### src/rtl/logic_unit_fifo.sv
// Registered bitwise logic unit feeding a DEPTH-entry result FIFO with zero/parity flags.
// Optional accepted-op counter enabled by defining LOGIC_UNIT_STATS_EN.
module logic_unit_fifo #(
   parameter int unsigned WIDTH = 8,
   parameter int unsigned DEPTH = 4,
   parameter int unsigned CNT_W = 16
) (
   input  logic             clk,
   input  logic             rst_n,
   input  logic             in_valid,
   output logic             in_ready,
   input  logic [WIDTH-1:0] in_a,
   input  logic [WIDTH-1:0] in_b,
   input  logic [2:0]       in_op,
   output logic             out_valid,
   input  logic             out_ready,
   output logic [WIDTH-1:0] out_result,
   output logic             out_zero,
   output logic             out_parity
`ifdef LOGIC_UNIT_STATS_EN
   ,
   output logic [CNT_W-1:0] op_count
`endif
);

   localparam int unsigned AW       = (DEPTH > 1) ? $clog2(DEPTH) : 1;
   localparam logic [AW:0] FULL_CNT = (AW+1)'(DEPTH);

   if (WIDTH < 1 || WIDTH > 64 || DEPTH < 2 || (DEPTH & (DEPTH - 1)) != 0 || CNT_W < 1)
   begin : g_param_check
      $error("logic_unit_fifo: illegal parameter set");
   end

   logic [WIDTH+1:0] r_mem [DEPTH];
   logic [AW-1:0]    r_wr_ptr;
   logic [AW-1:0]    r_rd_ptr;
   logic [AW:0]      r_count;

   logic [WIDTH-1:0] w_result;
   logic [WIDTH+1:0] w_entry;
   logic [WIDTH+1:0] w_head;
   logic             w_push;
   logic             w_pop;

   always_comb begin
      w_result = '0;
      case (in_op)
         3'd0: w_result = in_a & in_b;
         3'd1: w_result = in_a | in_b;
         3'd2: w_result = ~(in_a & in_b);
         3'd3: w_result = ~(in_a | in_b);
         3'd4: w_result = in_a ^ in_b;
         3'd5: w_result = ~(in_a ^ in_b);
         3'd6: w_result = ~in_a;
         3'd7: w_result = in_a;
      endcase
   end

   // Entry layout: {parity, zero, result}
   assign w_entry = {^w_result, ~|w_result, w_result};

   assign in_ready  = (r_count != FULL_CNT);
   assign out_valid = (r_count != '0);
   assign w_push    = in_valid && in_ready;
   assign w_pop     = out_valid && out_ready;

   // Storage is unreset; outputs are masked while empty so reset values stay zero.
   assign w_head     = r_mem[r_rd_ptr];
   assign out_result = out_valid ? w_head[WIDTH-1:0] : '0;
   assign out_zero   = out_valid && w_head[WIDTH];
   assign out_parity = out_valid && w_head[WIDTH+1];

   always_ff @(posedge clk) begin
      if (w_push) begin
         r_mem[r_wr_ptr] <= w_entry;
      end
   end

   always_ff @(posedge clk or negedge rst_n) begin
      if (!rst_n) begin
         r_wr_ptr <= '0;
         r_rd_ptr <= '0;
         r_count  <= '0;
      end else begin
         if (w_push) begin
            r_wr_ptr <= r_wr_ptr + 1'b1;
         end
         if (w_pop) begin
            r_rd_ptr <= r_rd_ptr + 1'b1;
         end
         case ({w_push, w_pop})
            2'b10:   r_count <= r_count + 1'b1;
            2'b01:   r_count <= r_count - 1'b1;
            default: r_count <= r_count;
         endcase
      end
   end

`ifdef LOGIC_UNIT_STATS_EN
   logic [CNT_W-1:0] r_op_count;

   always_ff @(posedge clk or negedge rst_n) begin
      if (!rst_n) begin
         r_op_count <= '0;
      end else if (w_push && (r_op_count != '1)) begin
         r_op_count <= r_op_count + 1'b1;
      end
   end

   assign op_count = r_op_count;
`endif

endmodule

### config.mk
export PLATFORM = sky130hd
export DESIGN_NAME = logic_unit_fifo
export DESIGN_NICKNAME = d
export VERILOG_FILES = /design/src/rtl/logic_unit_fifo.sv
export SDC_FILE = /design/constraint.sdc
export NUM_CORES = 1
export LEC_CHECK = 0
export CAP_MARGIN = 40
export CELL_PAD_IN_SITES_DETAIL_PLACEMENT = 1
export CELL_PAD_IN_SITES_GLOBAL_PLACEMENT = 1
export CORE_MARGIN = 1.5
export CORE_UTILIZATION = 41
export DETAILED_ROUTE_END_ITERATION = 8
export GPL_TIMING_DRIVEN = 0
export MAX_ROUTING_LAYER = met4
export PLACE_DENSITY_LB_ADDON = 0.25
export REMOVE_ABC_BUFFERS = 1
export SYNTH_ARGS = -nofsm -noshare
export SYNTH_HDL_FRONTEND = slang
export SYNTH_SLANG_ARGS = --single-unit
### constraint.sdc
create_clock -name clk -period 1.98 [get_ports clk]
set_input_delay 0.495 -clock clk [delete_from_list [all_inputs] [get_ports clk]]
set_output_delay 0.495 -clock clk [all_outputs]
set_load 0.05 [all_outputs]
== Yosys cells after proc, flatten, opt, wreduce, memory -nomap -nowiden ==
Memory sizes are Yosys's and may differ from the RTL's.
Index checks and enable logic that the tools add are counted.

* Output and inout port bits: 12
* Register bits after elaboration: 7
* RAM bits: 40
* Bits of input ports: 23
* Memories kept: 1
* Logic and storage cells: 40

{| class="wikitable"
|+ Memories
! memory !! words !! bits a word !! read ports !! clocked after memory_dff !! write ports !! line !! source
|-
| r_mem || 4 || 10 || 1 || 0 || 1 || 34 || <nowiki>logic [WIDTH+1:0] r_mem [DEPTH];</nowiki>
|}

* Muxes and demuxes: 5
* Equal/unequal tests: 10
* Reductions and logical operators: 10
* Bitwise gates (word level): 7
* Add/sub/neg operators: 4

{| class="wikitable"
|+ Operators by type and width
! cell !! count
|-
| $pmux W8 S8 || 1
|-
| $not A8 Y8 || 4
|-
| $eq A3 B3 Y1 const B || 4
|-
| $and A8 B8 Y8 || 1
|-
| $mux W8 || 1
|-
| $or A8 B8 Y8 || 1
|-
| $reduce_or A8 Y1 || 1
|-
| $reduce_xor A8 Y1 || 1
|-
| $xor A8 B8 Y8 || 1
|-
| $eq A3 B2 Y1 const B || 2
|-
| $pmux W3 S2 || 1
|-
| $add A2 B1 Y2 const B || 2
|-
| $logic_and A1 B1 Y1 || 4
|-
| $add A3 B1 Y3 const B || 1
|-
| $eq A3 B1 Y1 const B || 1
|-
| $logic_not A3 Y1 || 1
|-
| $ne A3 B3 Y1 const B || 1
|-
| $reduce_bool A3 Y1 || 1
|-
| $sub A3 B1 Y3 const B || 1
|-
| $eq A2 B1 Y1 const B || 1
|-
| $eq A2 B2 Y1 const B || 1
|-
| $mux W1 || 2
|-
| $reduce_bool A2 Y1 || 1
|-
| $logic_not A1 Y1 || 1
|}

== Longest topological paths before layout ==
* Word-level depth: 5
* Gate-level depth with buffers: 10
* Gate-level depth less buffers: 10

== Least setup slack after synthesis ==
No wires, ideal clock.

* Kind: register -> register
* Start point: register r_count[0]
* End point: register r_count[2]
* Data required time: 1.901 ns
* Path buffers: 0
* Setup slack: -0.444 ns
* Stages on the path, launching flop included: 11
* Library setup time: 0.079 ns
* Period minus slack after synthesis: 2.424 ns
* Arrival time: 2.345 ns
* Cells stage by stage: dfrtp_1 > inv_1 > nand3_1 > and2_1 > inv_1 > ha_1 > inv_1 > fa_1 > xor2_1 > nor2_1 > xor2_1

* Cells in the longest elaborated chain, start to end: 4
* Elaborated cells between the ends (all ways): 10

{| class="wikitable"
|+ RTL lines
! item !! line !! source
|-
| start, declared || 37 || <nowiki>logic [AW:0] r_count;</nowiki>
|-
| start signal, assigned || 92 || <nowiki>2'b10: r_count <= r_count + 1'b1;</nowiki>
|-
| start signal, assigned || 93 || <nowiki>2'b01: r_count <= r_count - 1'b1;</nowiki>
|-
| start signal, assigned || 94 || <nowiki>default: r_count <= r_count;</nowiki>
|-
| $ne A3 B3 Y1 (*) || 62 || <nowiki>assign in_ready = (r_count != FULL_CNT);</nowiki>
|-
| via in_ready || 11 || <nowiki>output logic in_ready,</nowiki>
|-
| $logic_and A1 B1 Y1 (*) || 64 || <nowiki>assign w_push = in_valid && in_ready;</nowiki>
|-
| $eq A2 B1 Y1 or $eq A2 B2 Y1 (tied branches) || 91 || <nowiki>case ({w_push, w_pop})</nowiki>
|-
| $pmux W3 S2 or $reduce_bool A2 Y1 (tied branches) || -- ||
|}

Mark *: on every way through the listed nets, which the timed path passes. The rest lies on a longest branch.
A chain may end at the register's enable or synchronous reset.

== Worst setup path in the final report ==
* Start point: register r_rd_ptr[0]
* End point: output port out_result[3]

* Cells in the longest elaborated chain, start to end: 2

{| class="wikitable"
|+ RTL lines
! item !! line !! source
|-
| start, declared || 36 || <nowiki>logic [AW-1:0] r_rd_ptr;</nowiki>
|-
| start signal, assigned || 89 || <nowiki>r_rd_ptr <= r_rd_ptr + 1'b1;</nowiki>
|-
| $mem_v2 Z4 W10 || -- ||
|-
| $mux W8 || 69 || <nowiki>assign out_result = out_valid ? w_head[WIDTH-1:0] : '0;</nowiki>
|-
| end, declared || 17 || <nowiki>output logic [WIDTH-1:0] out_result,</nowiki>
|}

No other way between the ends.

==> metrics <==
status finished, violations left; failing checks negative setup slack; Fillers ~670; hold_buf cts 0; crit path kind flop to output pin; layout cells sized above 1 59.80%; number of enable flip-flop cells after synthesis 40; number of diodes 0; maximum VDD drop 0.3894 mV; Port Buffers 34; CP arrival 1.71 ns; commonest cells after routing, fill and taps aside buf_4 (41), edfxtp_1 (40), inv_2 (15); Synth async-reset ratio between 10% and 20%; CTS sink count 47; met3 WL ~210 um; DRT iter0 DRCs 80; DIE AREA 0.007638 mm2; final cell count without fillers 402; mapped cell area between 0.002 and 0.003 mm2; Max-Cap Viols 0; CTS tree done; GR Util All Layers 19.52%; clk_skew 0.006675 ns; # IOs 35; Synth area leaders edfxtp_1 (41%), ha_1 (11%), mux4_2 (7.7%); Pwr Density 1286 mW/mm2; number of CTS-inserted buffers 5; Max Used Layer met4; Synth Area per Inst 12.53 um2; Placed Area 0.003317 mm2; worst hold path type input port to async pin; sequential area share after synthesis 47.13%; Yosys warnings 0; row cnt 30; total wire length 8.072 mm; core area just under 0.007 mm2; met1 wire length between 3 and 4 mm; Fmax achieved 454.1 MHz; leakage 1.698 nW; clock-pin transition on the worst setup and hold timing paths around 0.080 ns; Vias about 2200; H-tree level count 2; die span in y about 87 um; Final ANT Viol Nets 0; post-DR vias/cell 5.405; synthesized flop and latch total 47; die width ~87 um; period utilisation layout 111.2%; GRT overflow 0; Max Root-Sink Buffers 2; initial antenna violation count 0; Setup-failing EPs final 14; Yosys top cell by area edfxtp_1; synth unique cells 40; fin. max-slew vios 0; CP Cell Sequence buf_12 > mux4_2 > and2_4 > buf_8; gpl congestion 0.7392; Initial Util a little over two fifths; vias in the first global route 2203; Worst Path Required approximately 1.5 ns; Final min period 2.202 ns; commonest non-fill, non-tap cell in the layout buf_4; CTS root buf clkbuf_8; WL/cell 20.08 um; number of remaining DRC errors 0; CP max stage delay 0.51 ns; worst-margin pin slew 0.5713 ns; largest net degree at the start of global routing 26; WL met2 roughly 4.4 mm; placed cell count 352; P&R area growth vs syn 46.32%; worst setup margin -0.2222 ns; crit end category output pin; Post-synth top flop edfxtp_1; unrepaired setup endpoints after global routing yes; Total Power 5.493 mW; top-area cell type share of the netlist area roughly two fifths; final instance area 0.004273 mm2; Hold Vio Cnt, Final 0; slowest CP cell dfrtp_4; final hold slack between 0.4 and 0.5 ns; Initial DRT Pass Iterations 4; slew margin rel. 61.92%; HPWL Detailed 4.099 mm; Worst-Skew Late Latency roughly 0.3 ns; Setup TNS -2.378 ns; first-pass GRT wire length around 11 mm; cell count after synthesis between 200 and 250; CP Max Fanout 6; startpoint types flop; final net count 354
flip-flops by register name, summed over array words and instances (netlist names):
register and count:
r_count 3, r_mem 40, r_rd_ptr 2, r_wr_ptr 2
worst paths after layout:
path	slack, ns	cells after the start	end	from
setup / recovery	-0.22	4	out_result[3]	r_rd_ptr[0]
hold / removal	0.45	1	r_rd_ptr[0]	rst_n
setup reg to reg	0.02	6	r_count[1]	r_count[0]
hold reg to reg	0.57	1	r_wr_ptr[1]	r_wr_ptr[1]
max in group asynchronous	1.25	1	r_rd_ptr[0]	rst_n
min in group clk	0.57	1	r_wr_ptr[1]	r_wr_ptr[1]
synthesized netlist by cell type (2+ instances only):
cell / instances
a21oi_1: 8
and2_1: 12
and3_1: 4
buf_2: 4
buf_6: 5
clkbuf_1: 2
dfrtp_1: 7
edfxtp_1: 40
ha_1: 25
inv_1: 22
inv_2: 2
mux2_1: 3
mux2_2: 4
mux2i_1: 8
mux4_2: 10
nand2_1: 7
nand2b_1: 3
nor2_1: 4
nor2b_1: 5
o21a_1: 2
o21ai_0: 7
o21ai_1: 2
o22a_1: 8
o22ai_1: 14
o31ai_1: 3
xnor2_1: 5
xor2_1: 4
critical path: cells and delay by family, from the launching register on:
kind / cells / cell delay, ns
flops: 1 / 0.51
mux: 1 / 0.43
buf+inv: 2 / 0.29
simple gates: 1 / 0.16
power by group:
part           switching [mW]  internal (mW)
Combinational            1.70           1.66
Clock                   0.304          0.241
Sequential              0.178           1.41
Total                    2.18           3.31
cell families (layout without fill, tap and decap cells):
family                   count (synthesis)  in the layout  share of synthesized area, %
adder cells (fa/ha/maj)                 26             26                         11.40
multiplexers                            26             26                         13.67
flip-flops                              47             47                         47.13
buffers and inverters                   37            108                         6.341
AO/OA/AOI/OAI                           48             48                         10.97
XOR/XNOR                                 9              9                         2.699
AND/OR/NAND/NOR                         40             42                         7.797
routing by layer:
layer / vias up / track usage [%]
li1: 1004 / -
met4: 0 / 7.648
met5: - / -
met2: 53 / 34.62
met3: 18 / 2.844
met1: 1098 / 22.11
through the flow:
stage	setup WS (ns)	utilization (%)
after global placement	-1.674	48.15
after floorplan	-0.4442	-
after detailed placement	-1.454	48.55
after CTS	-0.2124	57.38
after global routing	-0.2684	62.55
final	-0.2222	62.55
area by class of cell:
cell class / count / area (um2) / area share, %
clock buffer: 6 / 72.57 / 1.698
multi-input combinational: 151 / 1849 / 43.28
clock inverter: 2 / 7.507 / 0.1757
inverter: 25 / 101.3 / 2.372
tap: 96 / 120.1 / 2.811
timing repair buffer: 75 / 738.2 / 17.28
sequential: 47 / 1384 / 32.39
timing repair:
| action | in CTS | in global routing |
|---|---|---|
| endpoints found under the setup margin | 54 | 28 |
| buffers inserted | 28 | 11 |
| cloned | 1 | 2 |
| pin swaps | 44 | 37 |
| gates resized for setup | 240 | 59 |
Note: power is estimated with default switching activity, not from simulation.
==> RTL change 1: new RTL, config.mk and constraints unchanged <==
Build with the macro `LOGIC_UNIT_STATS_EN` defined.
--- a/src/rtl/logic_unit_fifo.sv
+++ b/src/rtl/logic_unit_fifo.sv
@@ -1,4 +1,6 @@
 // Registered bitwise logic unit feeding a DEPTH-entry result FIFO with zero/parity flags.
 // Optional accepted-op counter enabled by defining LOGIC_UNIT_STATS_EN.
+`define LOGIC_UNIT_STATS_EN
+
 module logic_unit_fifo #(
    parameter int unsigned WIDTH = 8,
Behaviour (old outputs only; new: op_count): unchanged (equiv_simple and equiv_induct, registers matched by name and starting in step).
==> RTL change 1 against the original RTL <==
  * The run still ends with setup timing left
  * Core utilization is 4.5 points lower
  * Worst hold slack better by 0.046 ns
  * Fmax is 2.3% lower
  * Non-clock buffer count is 8 higher
  * Synthesized area is 25% higher
  * Via count is 21% higher
  * Count of clock-buffer cells in the layout is 3 higher
  * Worst setup slack worse by 0.053 ns
  * Total power is 25% higher
  * Register-to-register slack worse by 0.04 ns
  * Design area is 18% higher
  * First-iteration DRC count is 33% lower
  * Wire length is 7.4% higher
  * Sequential cell count is 16 higher
  * Critical endpoint is now out_result[7]
  * Largest cell class unchanged
  * Highest routed layer unchanged
==> RTL change 1: results <==
group,metric,value,unit
outcome,status,"complete, but fails checks",
outcome,failed_checks,"setup timing",
yosys,synth_xor_area_share,5.99,%
routing,drt_iter0_markers,54,
yosys,synth-compound-area-share,8.01,%
finish,syn2layout_area_growth,37.8,%
place,portBuffers,50,
clock_network,h-tree-depth,3,
yosys,seq_area_frac_synth,48.6,%
finish,n_fill_cell,893,
hold_path,worstHoldPathType,"reg -> reg",
global_route,grt_pass1_wl,14.5,mm
sta,setup_viol,16,
yosys,synth_area_leaders,"edfxtp_1 (33%), dfrtp_1 (16%), ha_1 (8.9%), mux4_2 (6.2%), xor2_1 (4.3%)",
global_route,grt_pass1_vias,2819,
routing,wirelength,8.67,mm
clock_network,clock_latency,0.34,ns
sta,fin_ws,-0.275,ns
place,place.gp.congestion,0.842,
yosys,yosys.area_share.adder,9.45,%
power,p_leak,2.19,nW
clock_network,post_cts_buffers,19,
place,placed_cells,443,
place,hpwl,5.55,mm
clock_network,cts_buffers,9,
yosys,yosys-top-cells-count,"edfxtp_1 (40), ha_1 (26), dfrtp_1 (23), inv_1 (23), xor2_1 (18)",
yosys,netlist-cell-type-count,36,
yosys,muxShareOfSynthArea,11.9,%
yosys,syn_avg_cell_area,12.4,sq um
-- RTL change 1: metal layers --
metal	part of all wire, %	vias to the layer above	GRT usage, %
met3	2.6	10	2.95
met1	44	1317	25.4
met2	52	50	33.3
met4	1.1	0	6.26
met5	0	-	-
li1	-	1249	-
-- RTL change 1: power by group --
group	total (mW)	switching, mW	internal, mW
clock	1.21	0.510	0.699
combinational	3.55	1.91	1.64
sequential	2.09	0.288	1.80
-- RTL change 1: worst paths after layout --
kind / startpoint / to / slack, ns / cells past startpoint
worst max-delay path: r_rd_ptr[0] / out_result[7] / -0.27 / 4
worst min-delay path: op_count[15] / op_count[15] / 0.50 / 1
worst max register to register: r_count[1] / r_count[2] / -0.02 / 8
worst min register to register: op_count[15] / op_count[15] / 0.50 / 1
max in group asynchronous: rst_n / r_wr_ptr[1] / 0.98 / 2
min in group asynchronous: rst_n / op_count[13] / 0.51 / 1
-- RTL change 1: area by class of cell --
cell class                      count  share of cell area (%)
Multi-Input combinational cell    197                    39.1
Sequential cell                    63                    35.4
Timing Repair Buffer               83                    16.8
Tap cell                          108                    2.68
Clock buffer                        9                    2.46
Inverter                           23                    1.81
Clock inverter                      7                    1.74
-- RTL change 1: cells by family (layout without fill, tap and decap cells) --
logic type                 count (synthesis)  after routing
and+or+nand+nor                           70             71
DFF                                       63             63
AOI/OAI and AO/OA                         44             44
buffers and inverters                     37            122
muxes                                     30             30
adders and majority gates                 27             27
xor gates and xnor gates                  25             25
-- RTL change 1: worst max-delay path: stages (launching register included) --
cell and delay (ns):
dfrtp_4 0.51, buf_12 0.15, mux4_2 0.45, and2_4 0.16, buf_8 0.14
==> RTL change 2: new RTL, same settings <==
Without the edit above. The parameter `DEPTH` goes from 4 to 8.
--- a/src/rtl/logic_unit_fifo.sv
+++ b/src/rtl/logic_unit_fifo.sv
@@ -3,5 +3,5 @@
 module logic_unit_fifo #(
    parameter int unsigned WIDTH = 8,
-   parameter int unsigned DEPTH = 4,
+   parameter int unsigned DEPTH = 8,
    parameter int unsigned CNT_W = 16
 ) (
Formal check against the unedited RTL: not equivalent (Yosys sat finds a counterexample within 10 cycles, from zero or initial values and one cycle with rst_n low).
==> RTL change 2 against the original RTL <==
  * The flow still finishes with violations (setup timing)
  * Sequential cell count rose by 43
  * Clock skew fell by 0.0038 ns
  * Wire length rose by 35%
  * Design area rose by 49%
  * First-iteration DRC count rose by 23%
  * Worst setup slack got worse by 0.21 ns
  * Total power rose by 55%
  * Synthesized area rose by 58%
  * Count of clock-buffer cells in the layout rose by 5
  * Critical path type unchanged
==> RTL change 2: results <==
group,metric,value,unit
worst_setup_path,setup.worst_path.end,"out_result[1]",
global_route,grt_pass1_wl,16.9,mm
finish,n_fill_cell,1033,
finish,largest_register_ffs,80,
global_route,antenna_found_initial,0,
place,place_area,5190,sq um
sta,finalSetupTns,-6.99,ns
global_route,grt_use_total,20.3,%
clock_network,post_cts_buffers,35,
finish,drive_gt1_share,50.5,%
routing,wl_met2,5.87,mm
worst_setup_path,crit_family,"multiplexers",
yosys,seq_area_frac_synth,57.3,%
clock_network,path_clk_slew,0.06,ns
finish,nets,447,
power,switching_share,37.1,%
place,placed_cells,488,
power,p_comb_share,48.7,%
yosys,synth-edff-count,80,
worst_setup_path,reg2reg_from,"r_count[0]",
routing,dr_wl_met3,261,microns
power,p_leak,2.36,nW
routing,wirelength,10.9,mm
clock_network,cts_resized,266,
place,place_ws,-1.91,ns
worst_setup_path,slowest_stage,"mux4_2",
sta,fin_ws,-0.435,ns
sta,hold-worst-slack,0.474,ns
worst_setup_path,r2r-end,"r_count[2]",
clock_network,cts_buffers,9,
yosys,yosys-top-cells-count,"edfxtp_1 (80), ha_1 (25), inv_1 (20), mux4_2 (20), nor2_1 (20)",
worst_setup_path,cp_data_arrival_time,1.92,ns
worst_setup_path,r2r_slack,-0.26,ns
sta,relSlewSlack,52.1,%
power,ir_worst_vdd,0.000835,V
outcome,failed_checks,"setup timing",
yosys,syn_avg_cell_area,14.5,sq um
sta,fin_skew,0.00292,ns
routing,routed.top_layer,"met4",
clock_network,h-tree-depth,3,
clock_network,cts-root-buf,"clkbuf_16",
global_route,grt_max_degree,28,
routing,drt_iter0_markers,98,
routing,m1WireLength,4.55,mm
power,netSwitchingPower,3.15,mW
worst_setup_path,reg2regPathDepth,11,
finish,final_cells,544,
yosys,ys_warn_count,0,
power,power_frac_seq,33.4,%
place,place.gp.congestion,0.678,
outcome,status,"complete, but fails checks",
global_route,grt_pass1_vias,3199,
yosys,netlist-cell-type-count,46,
yosys,async_flop_share,11.1,%
routing,dr_total_vias,2972,
sta,setup_viol,22,
finish,top_regs,"r_mem x80, r_count x4",
## RTL change 2: cell count changes after synthesis, sizes merged, moves of 8 or more
cell    delta
and2       -9
edfxtp    +40
mux2i      +9
mux4      +10
nor2      +16
nor3      +10
o22a       -8
o22ai     -13
## RTL change 2: routing by layer
metal / track usage, % / vias to the layer above
li1: - / 1376
met4: 7.33 / 0
met1: 23.0 / 1529
met3: 2.75 / 14
met2: 36.5 / 53
met5: - / -
## RTL change 2: cell families after synthesis
logic type / synth area share, %
DFF: 57.3
and+or+nand+nor: 8.33
muxes: 14.7
AOI/OAI and AO/OA: 6.30
buffers and inverters: 3.95
adders and majority gates: 6.76
xor gates and xnor gates: 2.65
## RTL change 2: cell type report
cell class	instances	area, sq um	area share, %
multi-input combinational	191	2300	36.1
tap	140	175	2.75
inverter	22	92.6	1.45
sequential	90	2660	41.7
clock buffer	11	233	3.65
clock inverter	5	31.3	0.490
timing repair buffer	85	886	13.9
